**config.mk**
```make
export PLATFORM = sky130hd
export DESIGN_NAME = snurisc_boot_loader
export DESIGN_NICKNAME = d
export VERILOG_FILES = /design/src/rtl/snurisc_boot_loader.sv
export SDC_FILE = /design/constraint.sdc
export NUM_CORES = 1
export LEC_CHECK = 0
export CORE_ASPECT_RATIO = 1.1
export CORE_MARGIN = 5
export CORE_UTILIZATION = 53
export DETAILED_ROUTE_END_ITERATION = 6
export GPL_TIMING_DRIVEN = 0
export PLACE_DENSITY = 0.76
export REMOVE_ABC_BUFFERS = 1
export SYNTH_ARGS = -nofsm -noshare
export SYNTH_HDL_FRONTEND = slang
export SYNTH_SLANG_ARGS = --single-unit
```
**constraint.sdc**
```tcl
create_clock -name i_clk -period 4.2 [get_ports i_clk]
set_input_delay 0.84 -clock i_clk [delete_from_list [all_inputs] [get_ports i_clk]]
set_output_delay 0.84 -clock i_clk [all_outputs]
set_load 0.01 [all_outputs]
```
**src/rtl/snurisc_boot_loader.sv**
```systemverilog
// Boot loader: receives a length-prefixed, XOR-checksummed byte stream, writes it
// into instruction memory word by word and releases the core once the image verifies.
module snurisc_boot_loader #(
  parameter int unsigned ADDR_W = 10
) (
  input  logic              i_clk,
  input  logic              i_reset_n,
  input  logic              i_rx_valid,
  input  logic [7:0]        i_rx_data,
  output logic              o_rx_ready,
  output logic              o_imem_we,
  output logic [ADDR_W-1:0] o_imem_addr,
  output logic [31:0]       o_imem_wdata,
  output logic              o_core_reset,
  output logic              o_done,
  output logic              o_error
);

  typedef enum logic [2:0] {
    HDR0,
    HDR1,
    DATA,
    CSUM,
    RUN,
    ERR
  } state_e;

  // Largest legal word count is the full memory depth (ADDR_W <= 16 assumed).
  localparam logic [16:0] MAX_WORDS = 17'(1) << ADDR_W;

  state_e              state_q, state_d;
  logic                armed_q;
  logic [7:0]          cnt_lo_q, cnt_lo_d;
  logic [15:0]         words_left_q, words_left_d;
  logic [1:0]          lane_q, lane_d;
  logic [7:0]          xor_q, xor_d;
  logic [23:0]         word_q, word_d;
  logic                we_q, we_d;
  logic [ADDR_W-1:0]   addr_q, addr_d;
  logic [31:0]         wdata_q, wdata_d;
  logic                core_reset_q, core_reset_d;
  logic                done_q, done_d;
  logic                error_q, error_d;

  logic                rx_fire;
  logic [15:0]         hdr_n;

  // armed_q keeps ready low during reset while state still reads HDR0.
  assign o_rx_ready   = armed_q && (state_q inside {HDR0, HDR1, DATA, CSUM});
  assign rx_fire      = i_rx_valid && o_rx_ready;
  assign hdr_n        = {i_rx_data, cnt_lo_q};

  assign o_imem_we    = we_q;
  assign o_imem_addr  = addr_q;
  assign o_imem_wdata = wdata_q;
  assign o_core_reset = core_reset_q;
  assign o_done       = done_q;
  assign o_error      = error_q;

  always_ff @(posedge i_clk or negedge i_reset_n) begin
    if (!i_reset_n) begin
      state_q      <= HDR0;
      armed_q      <= 1'b0;
      cnt_lo_q     <= '0;
      words_left_q <= '0;
      lane_q       <= '0;
      xor_q        <= '0;
      word_q       <= '0;
      we_q         <= 1'b0;
      addr_q       <= '0;
      wdata_q      <= '0;
      core_reset_q <= 1'b1;
      done_q       <= 1'b0;
      error_q      <= 1'b0;
    end else begin
      state_q      <= state_d;
      armed_q      <= 1'b1;
      cnt_lo_q     <= cnt_lo_d;
      words_left_q <= words_left_d;
      lane_q       <= lane_d;
      xor_q        <= xor_d;
      word_q       <= word_d;
      we_q         <= we_d;
      addr_q       <= addr_d;
      wdata_q      <= wdata_d;
      core_reset_q <= core_reset_d;
      done_q       <= done_d;
      error_q      <= error_d;
    end
  end

  always_comb begin
    state_d      = state_q;
    cnt_lo_d     = cnt_lo_q;
    words_left_d = words_left_q;
    lane_d       = lane_q;
    xor_d        = xor_q;
    word_d       = word_q;
    we_d         = 1'b0;
    addr_d       = addr_q;
    wdata_d      = wdata_q;
    core_reset_d = core_reset_q;
    done_d       = done_q;
    error_d      = error_q;

    // Address advances after each strobe except the last, so it never wraps.
    if (we_q && (state_q == DATA)) begin
      addr_d = addr_q + ADDR_W'(1);
    end

    if (rx_fire) begin
      case (state_q)
        HDR0: begin
          cnt_lo_d = i_rx_data;
          state_d  = HDR1;
        end
        HDR1: begin
          words_left_d = hdr_n;
          lane_d       = '0;
          xor_d        = '0;
          if (hdr_n == 16'd0) begin
            state_d = CSUM;
          end else if ({1'b0, hdr_n} > MAX_WORDS) begin
            state_d = ERR;
            error_d = 1'b1;
          end else begin
            state_d = DATA;
          end
        end
        DATA: begin
          xor_d  = xor_q ^ i_rx_data;
          lane_d = lane_q + 2'd1;
          case (lane_q)
            2'd0: word_d[7:0]   = i_rx_data;
            2'd1: word_d[15:8]  = i_rx_data;
            2'd2: word_d[23:16] = i_rx_data;
            default: begin
              we_d         = 1'b1;
              wdata_d      = {i_rx_data, word_q};
              words_left_d = words_left_q - 16'd1;
              if (words_left_q == 16'd1) begin
                state_d = CSUM;
              end
            end
          endcase
        end
        CSUM: begin
          if (i_rx_data == xor_q) begin
            state_d      = RUN;
            core_reset_d = 1'b0;
            done_d       = 1'b1;
          end else begin
            state_d = ERR;
            error_d = 1'b1;
          end
        end
        default: ;
      endcase
    end
  end

endmodule

```
# Word level (Yosys, flattened, before mapping)
# Cells that the tools add are included.
[totals]
word_cells = 70
in_bits = 11
ff_bits = 108
output_inout_bits = 47
[op_classes]
eq_ne = 12
add_sub_neg = 3
n_lt_le_gt_ge = 1
n_mux = 17
bitwise_logic = 2
reduce_logical = 20
[ops]
columns = ["operator", "n"]
rows = [
  ["case mux 16 bit (2 select lines)", 1],
  ["AND reduction 3 bit", 6],
  ["equality test 16 x 1 -> 1 bit, second input constant", 1],
  ["greater-than comparator 16 x 11 -> 1 bit, second input constant", 1],
  ["logical NOT 16 bit", 1],
  ["two-way mux 16 bit", 1],
  ["case mux 8 bit (2 select lines)", 1],
  ["subtractor 16 x 1 -> 16 bit, second input constant", 1],
  ["two-way mux 3 bit", 4],
  ["case mux 3 bit (4 select lines)", 1],
  ["adder 10 x 1 -> 10 bit, second input constant", 1],
  ["equality test 8 bit", 1],
  ["bitwise XOR 8 bit", 1],
  ["two-way mux 1 bit", 7],
  ["equality test 3 x 2 -> 1 bit, second input constant", 2],
  ["!= test 2 bit, second input constant", 3],
  ["AND reduction 5 bit", 1],
  ["!= test 2 x 1 -> 1 bit, second input constant", 2],
  ["case mux 2 bit (2 select lines)", 1],
  ["AND reduction 2 bit", 2],
  ["AND reduction 4 bit", 1],
  ["nonzero test 2 bit", 2],
  ["nonzero test 4 bit", 1],
  ["equality test 3 x 1 -> 1 bit, second input constant", 1],
  ["9 further kinds", 11],
]

# Logic depth before layout (Yosys ltp)
# Gate-level depths: netlist of run 1.
[logic_depth]
depth_word = 5
depth_mapped = 7
depth_no_buf = 7

# Least setup slack after synthesis of run 1
# No wires, ideal clock.
[synth_path]
path_type = "input -> register"
from = "input i_rx_data[0]"
to = "register state_q[0]"
t_arrival_ns = 1.897
path_stages = 6
setup_ns = 0.135
setup_slack_ns = 2.168
t_required_ns = 4.065
path_buffers = 1
cell_sequence = "buf_2 > nor4_1 > nand3_1 > xnor2_1 > o41ai_1 > o22ai_1"
[synth_via]
elab_chain_cells = 4
word_cells_on_any_way = 7
classes_between = "1 x order compare; 1 x eq/ne; 4 x mux; 1 x reduce/logical"
[synth_lines]
columns = ["item", "line_no", "rtl"]
rows = [
  ["from (decl)", "9", "input logic [7:0] i_rx_data,"],
  ["greater-than comparator 16 x 11 -> 1 bit", "123", "end else if ({1'b0, hdr_n} > MAX_WORDS) begin"],
  ["two-way mux 3 bit", "123", ""],
  ["two-way mux 3 bit", "121", "if (hdr_n == 16'd0) begin"],
  ["case mux 3 bit (4 select lines) (*)", "112", "case (state_q)"],
  ["to (signal assigned)", "76", "state_q <= state_d;"],
  ["to (decl)", "31", "state_e state_q, state_d;"],
]
# Mark *: on every way between the ends. The rest lies on a longest branch, timed or not.
# A chain may end at the register's enable or synchronous reset.

# Worst setup path after layout of run 1
[layout_path]
from = "input i_rx_valid"
to = "register words_left_q[13]"
[layout_via]
elab_chain_cells = 2
[layout_lines]
columns = ["item", "line_no", "rtl"]
rows = [
  ["from (decl)", "8", "input logic i_rx_valid,"],
  ["logical AND 1 bit", "50", "assign rx_fire = i_rx_valid && o_rx_ready;"],
  ["AND reduction 3 bit (no source line)", "--", ""],
  ["to (signal assigned)", "79", "words_left_q <= words_left_d;"],
  ["to (decl)", "34", "logic [15:0] words_left_q, words_left_d;"],
]
# Every way passes these cells.

==> results.sh, run 1 <==
export IMPL_viasPerCell=5.71
export IMPL_yosys_top_cells_count="dfrtp_1 (107), mux2_2 (66), o21ai_0 (30)"
export IMPL_leakage_nw=2.65
export IMPL_arrival_ns=2.87
export IMPL_die_h_um=111
export IMPL_drt_iter0_markers=284
export IMPL_ys_top_cells_by_area="dfrtp_1 (55%), mux2_2 (15%), o21ai_0 (3.1%)"
export IMPL_synth_cell_types=50
export IMPL_antenna_found_initial=0
export IMPL_synth_area_leader_cell="dfrtp_1"
export IMPL_yosysWarnings=0
export IMPL_htree_levels=3
export IMPL_vias=3343
export IMPL_rows=36
export IMPL_wl_per_cell_um=17.5
export IMPL_cts_hold_repair_buffers=0
export IMPL_ant_nets=0
export IMPL_clockRootBuffer="clkbuf_8"
export IMPL_grt_pass1_vias=3473
export IMPL_dominantRegCellSynth="dfrtp_1"
export IMPL_min_path_type="reg2reg"
export IMPL_worstSetupPathType="in2reg"
export IMPL_cts_tree="done"
export IMPL_clk_latency_ns=0.36
export IMPL_portBuffers=57
export IMPL_syn_avg_cell_area_um2=11.7
export IMPL_grt_max_degree=68
export IMPL_syn_area_um2=4890
export IMPL_place_gp_congestion=0.800
export IMPL_final_nets=485
export IMPL_tns_ns=0
export IMPL_synthToLayoutAreaGrowth_pct=16.8
export IMPL_power_per_cell_area_nw_per_um2=408
export IMPL_start_util_pct=54.6
export IMPL_yosys_cell_count_top_type="dfrtp_1"
export IMPL_io_pins=58
export IMPL_outcome="completed"
export IMPL_cts_made_buffers=9
export IMPL_drive_gt1_share_pct=20.0
export IMPL_grtUsageTotal_pct=19.3
export IMPL_gr_total_overflow=0
export IMPL_hpwl_um=6760
export IMPL_netlist_area_leader_share_pct=54.7
export IMPL_cts_sinks=108
export IMPL_core_area_um2=8960
export IMPL_period_needed_ns=2.64
export IMPL_required_ns=4.43
export IMPL_rsz0062_at_grt="no"
export IMPL_crit_fanout=14
export IMPL_startpoint_type="primary input"
export IMPL_n_fill_cell=683
export IMPL_max_freq_mhz=378
export IMPL_worst_setup_path_end_kind="flop"
export IMPL_postCtsSetupBuffers=0
export IMPL_skew_ns=0.0125
export IMPL_multiInputGateArea_um2=2040
export IMPL_final_seq_area_um2=2700
export IMPL_die_w_um=102
export IMPL_drt_pass1_iter_count=4
export IMPL_synth_cells=420
export IMPL_drc=0
export IMPL_async_flop_share_pct=100
export IMPL_hold_viol_final=0
export IMPL_max_slew_margin_pct=23.9
export IMPL_seq_area_frac_synth_pct=55.3
export IMPL_die_area_um2=11300
export IMPL_min_period_over_period_pct=62.9
export IMPL_cts_path_max_buffers=2
export IMPL_synth_edf_count=0
export IMPL_slew_viol_final=0
export IMPL_cts_resized=0
export IMPL_cap_violations=0
export IMPL_clkTransAtPathRegs_ns=0.10
export IMPL_worst_pin_slew_ns=1.14
export IMPL_peakVddDrop_mv=0.240
export IMPL_setup_viol=0
export IMPL_grt_pass1_wl_um=17300
export IMPL_synth_seq_cells=108
export IMPL_wl_um=10200
export IMPL_num_antenna_cells=0
export IMPL_postLayoutCoreUtil_pct=63.7
==> final timing paths <==
kind | cells past startpoint | start | to | slack [ns]
max | 5 | i_rx_valid | words_left_q[13]$_DFFE_PN0P_ | 1.56
min | 1 | o_done$_DFFE_PN0P_ | o_done$_DFFE_PN0P_ | 0.47
max reg2reg | 5 | lane_q[0]$_DFFE_PN0P_ | words_left_q[13]$_DFFE_PN0P_ | 1.87
min reg2reg | 1 | o_done$_DFFE_PN0P_ | o_done$_DFFE_PN0P_ | 0.47
max in group asynchronous | 2 | i_reset_n | o_core_reset$_DFFE_PN1P_ | 2.85
min in group asynchronous | 1 | i_reset_n | o_imem_addr[0]$_DFFE_PN0P_ | 0.57
==> cell type report <==
class / count / share of cell area [%]
clock buffers: 12 / 2.54
clock inverters: 3 / 0.832
inverters: 8 / 0.526
multi-input cells: 281 / 35.7
flip-flops and latches: 108 / 47.3
well taps: 114 / 2.50
repair buffers: 59 / 10.6
==> metrics by stage <==
| step | area, um2 | setup WS, ns | instances | power [W] | hold WS, ns |
|---|---|---|---|---|---|
| detailed placement | 5520 | 1.19 | 570 | 0.00172 | 0.459 |
| floorplan | 4770 | 2.01 | 397 | 0.00156 | 0.464 |
| CTS | 5710 | 1.59 | 585 | 0.00234 | 0.479 |
| global placement | 5480 | -1.68 | 568 | 0.00169 | 0.454 |
| finish | 5710 | 1.56 | 585 | 0.00233 | 0.470 |
| global route | 5710 | 1.48 | 585 | 0.00246 | 0.498 |
==> logic make-up (layout without fill, tap and decap cells) <==
group,Yosys count,after routing,synth area share (%)
other,1,1,0.0766
multiplexers,66,66,15.2
XOR/XNOR,18,18,3.22
AND/OR/NAND/NOR,112,112,12.0
AO/OA/AOI/OAI,77,77,9.28
adder cells (fa/ha/maj),7,7,1.79
flip-flops,108,108,55.3
buffers and inverters,31,82,3.15
==> worst max-delay path, stage by stage <==
cell and delay (ns):
clkdlybuf4s50_1 0.52, nand3b_4 0.13, a21oi_1 0.89, o21ai_0 0.28
o2bb2ai_1 0.20
==> per-layer routing <==
metal  track usage [%]  vias to the layer above  part of all wire (%)
li1                  -                     1563                     -
met1              25.6                     1689                    43
met2              31.2                       86                    50
met3              5.29                        5                   6.2
met4              4.96                        0                  0.80
met5                 0                        -                     0
==> cells in the final DEF (no fill, tap or decap), types with 3 or more instances in the layout <==
master           count
xor2_1              13
nor3_1               9
o21ai_0             30
dfrtp_1            107
xnor2_1              5
clkbuf_8            10
o2bb2ai_1            3
o21ai_1              3
nor4_1               6
a21oi_1             19
o22ai_1              4
clkdlybuf4s50_1     56
nand3_1             13
a22oi_1              3
nand4_1              4
nand2b_1             3
inv_1                8
ha_1                 7
nor2b_1              4
mux2_2              66
nand2_1             27
nand3b_1             3
nor2_1              27
==> sequential cells by signal, summed over array words and instances (netlist names) <==
| register | flops |
|---|---|
| o_imem_wdata | 32 |
| word_q | 24 |
| words_left_q | 16 |
| o_imem_addr | 10 |
| cnt_lo_q | 8 |
| xor_q | 8 |
| state_q | 3 |
| lane_q | 2 |
| armed_q | 1 |
| o_core_reset | 1 |
| o_done | 1 |
| o_error | 1 |
| o_imem_we | 1 |
==> power breakdown <==
part	switching, W	leakage, nW	total, W	internal, W
clock network	0.000340	0.0966	0.000633	0.000292
registers	0.000154	1.45	0.00132	0.00117
logic	0.000204	1.10	0.000378	0.000174
total	0.000698	2.65	0.00233	0.00164
(Power assumes the default switching activity.)
==> run 2, diff against run 1 <==
--- a/config.mk
+++ b/config.mk
@@ -7,10 +7,10 @@
 export LEC_CHECK = 0
 export CORE_ASPECT_RATIO = 1.1
 export CORE_MARGIN = 5
-export CORE_UTILIZATION = 53
+export CORE_UTILIZATION = 50
 export DETAILED_ROUTE_END_ITERATION = 6
 export GPL_TIMING_DRIVEN = 0
-export PLACE_DENSITY = 0.76
+export PLACE_DENSITY = 0.75
 export REMOVE_ABC_BUFFERS = 1
 export SYNTH_ARGS = -nofsm -noshare
 export SYNTH_HDL_FRONTEND = slang
==> constraint.sdc (replaced) <==
create_clock -name i_clk -period 2.4 [get_ports i_clk]
set_input_delay 0.48 -clock i_clk [delete_from_list [all_inputs] [get_ports i_clk]]
set_output_delay 0.48 -clock i_clk [all_outputs]
set_load 0.01 [all_outputs]
==> run 2 against run 1 <==
  * Non-clock buffer count did not move
  * Final area rose by 0.55%
  * Via count fell by 0.15%
  * Critical path type is now reg2out
==> results.sh, run 2 (synthesized netlist as in run 1, its figures left out) <==
export IMPL_rows=37
export IMPL_cts_made_buffers=9
export IMPL_worst_r2r_setup_slack_ns=0.35
export IMPL_io_pins=58
export IMPL_tns_ns=0
export IMPL_grt_pass1_wl_um=16900
export IMPL_slew_viol_final=0
export IMPL_rsz0062_at_grt="no"
export IMPL_final_nets=485
export IMPL_cap_violations=0
export IMPL_postCtsSetupBuffers=0
export IMPL_stdcell_area_um2=5750
export IMPL_period_needed_ns=2.07
export IMPL_hpwl_um=6710
export IMPL_multiInputGateArea_um2=2050
export IMPL_setup_viol=0
export IMPL_outcome="completed"
export IMPL_grtUsageTotal_pct=17.7
export IMPL_startpoint_type="flop"
export IMPL_viasPerCell=5.67
export IMPL_drive_gt1_share_pct=20.8
export IMPL_drc=0
export IMPL_start_util_pct=51.8
export IMPL_arrival_ns=1.59
export IMPL_clkTransAtPathRegs_ns=0.10
export IMPL_grt_pass1_vias=3413
export IMPL_grt_max_degree=57
export IMPL_core_area_um2=9440
export IMPL_portBuffers=57
export IMPL_slowest_delay_ns=0.55
export IMPL_critPathSlowestCell="clkdlybuf4s50_1"
export IMPL_vias=3338
export IMPL_hold_viol_final=0
export IMPL_worst_setup_path_end_kind="primary output"
export IMPL_htree_levels=3
export IMPL_die_w_um=104
export IMPL_max_slew_margin_pct=51.2
export IMPL_min_period_over_period_pct=86.4
export IMPL_largest_register_ffs=32
export IMPL_gr_total_overflow=0
export IMPL_num_antenna_cells=0
export IMPL_drt_pass1_iter_count=4
export IMPL_die_area_um2=11900
export IMPL_cp_depth=2
export IMPL_drt_iter0_markers=203
export IMPL_max_freq_mhz=482
export IMPL_skew_ns=0.00497
export IMPL_crit_fanout=10
export IMPL_die_h_um=114
export IMPL_timing_rr_end="words_left_q[14]$_DFFE_PN0P_"
export IMPL_peakVddDrop_mv=0.410
export IMPL_cp_endpoint="o_rx_ready"
export IMPL_worstSetupPathType="reg2out"
export IMPL_final_seq_area_um2=2700
export IMPL_final_cell_mix="dfrtp_1 (107), mux2_2 (66), clkdlybuf4s50_1 (56)"
export IMPL_final_common_cell="dfrtp_1"
export IMPL_antenna_found_initial=0
export IMPL_worst_path_buf_inv=1
export IMPL_n_fill_cell=795
export IMPL_postLayoutCoreUtil_pct=60.8
export IMPL_worst_pin_slew_ns=0.732
export IMPL_min_path_type="in2async"
export IMPL_cts_sinks=108
export IMPL_worstPathCellList="nor2b_1, clkdlybuf4s50_1"
export IMPL_wl_per_cell_um=17.3
export IMPL_r2r_start="words_left_q[0]$_DFFE_PN0P_"
export IMPL_cts_tree="done"
export IMPL_leakage_nw=2.68
export IMPL_post_dp_cell_area_um2=5530
export IMPL_ant_nets=0
export IMPL_clk_latency_ns=0.38
export IMPL_reg2regPathDepth=7
export IMPL_clockRootBuffer="clkbuf_8"
export IMPL_place_gp_congestion=0.764
export IMPL_wl_um=10200
export IMPL_worstSetupStartpoint="state_q[2]$_DFFE_PN0P_"
export IMPL_power_per_cell_area_nw_per_um2=722
export IMPL_crit_family="buffers and inverters"
export IMPL_synthToLayoutAreaGrowth_pct=17.4
export IMPL_cts_path_max_buffers=2
export IMPL_required_ns=1.92
run 2: changes by cell type in the layout (fill, tap and decap cells not counted), sizes merged:
cell / before / now
clkbuf: 12 / 9
inv: 8 / 12
run 2: worst min path at each step:
stage	slack [ns]	end	depth (start not counted)
final	0.14	word_q[19]$_DFFE_PN0P_	1
after detailed placement	0.46	o_done$_DFFE_PN0P_	1
after global routing	0.20	word_q[19]$_DFFE_PN0P_	1
after floorplan	0.18	armed_q$_DFF_PN0_	0
after CTS	0.16	word_q[19]$_DFFE_PN0P_	1
after global placement	0.45	o_done$_DFFE_PN0P_	1
run 2: what timing repair did:
action,4_1_cts,5_1_grt
setup endpoints to repair,0,2
resized for setup,0,2
hold buffers,0,0
run 2: layout make-up:
class | instances | share of cell area (%)
Inverter | 8 | 0.523
Timing Repair Buffer | 59 | 10.6
Multi-Input combinational cell | 281 | 35.7
Clock inverter | 7 | 1.39
Sequential cell | 108 | 47.1
Tap cell | 117 | 2.55
Clock buffer | 9 | 2.16
run 2: metal layers:
layer / part of all wire, % / global-route usage (%) / wire [um] / up-vias
met5: 0 / 0 / 0 / -
met4: 1.7 / 7.43 / 174 / 0
met3: 5.5 / 4.13 / 561 / 14
met2: 49 / 28.9 / 5040 / 74
met1: 43 / 22.7 / 4440 / 1674
li1: - / - / - / 1576
run 2: stage by stage:
stage	hold WS, ns	instances	setup WS (ns)	power [W]
floorplan	0.184	397	0.206	0.00274
global placement	0.453	571	-3.13	0.00295
detailed placement	0.455	573	-0.241	0.00301
CTS	0.162	589	0.139	0.00416
global route	0.196	589	0.148	0.00436
finish	0.136	589	0.325	0.00415
run 2: power by group:
group          switching (W)  internal (W)  leakage (nW)
sequential          0.000273       0.00204          1.45
combinational       0.000364      0.000306          1.12
clock               0.000658      0.000501         0.108
total                0.00129       0.00285          2.68
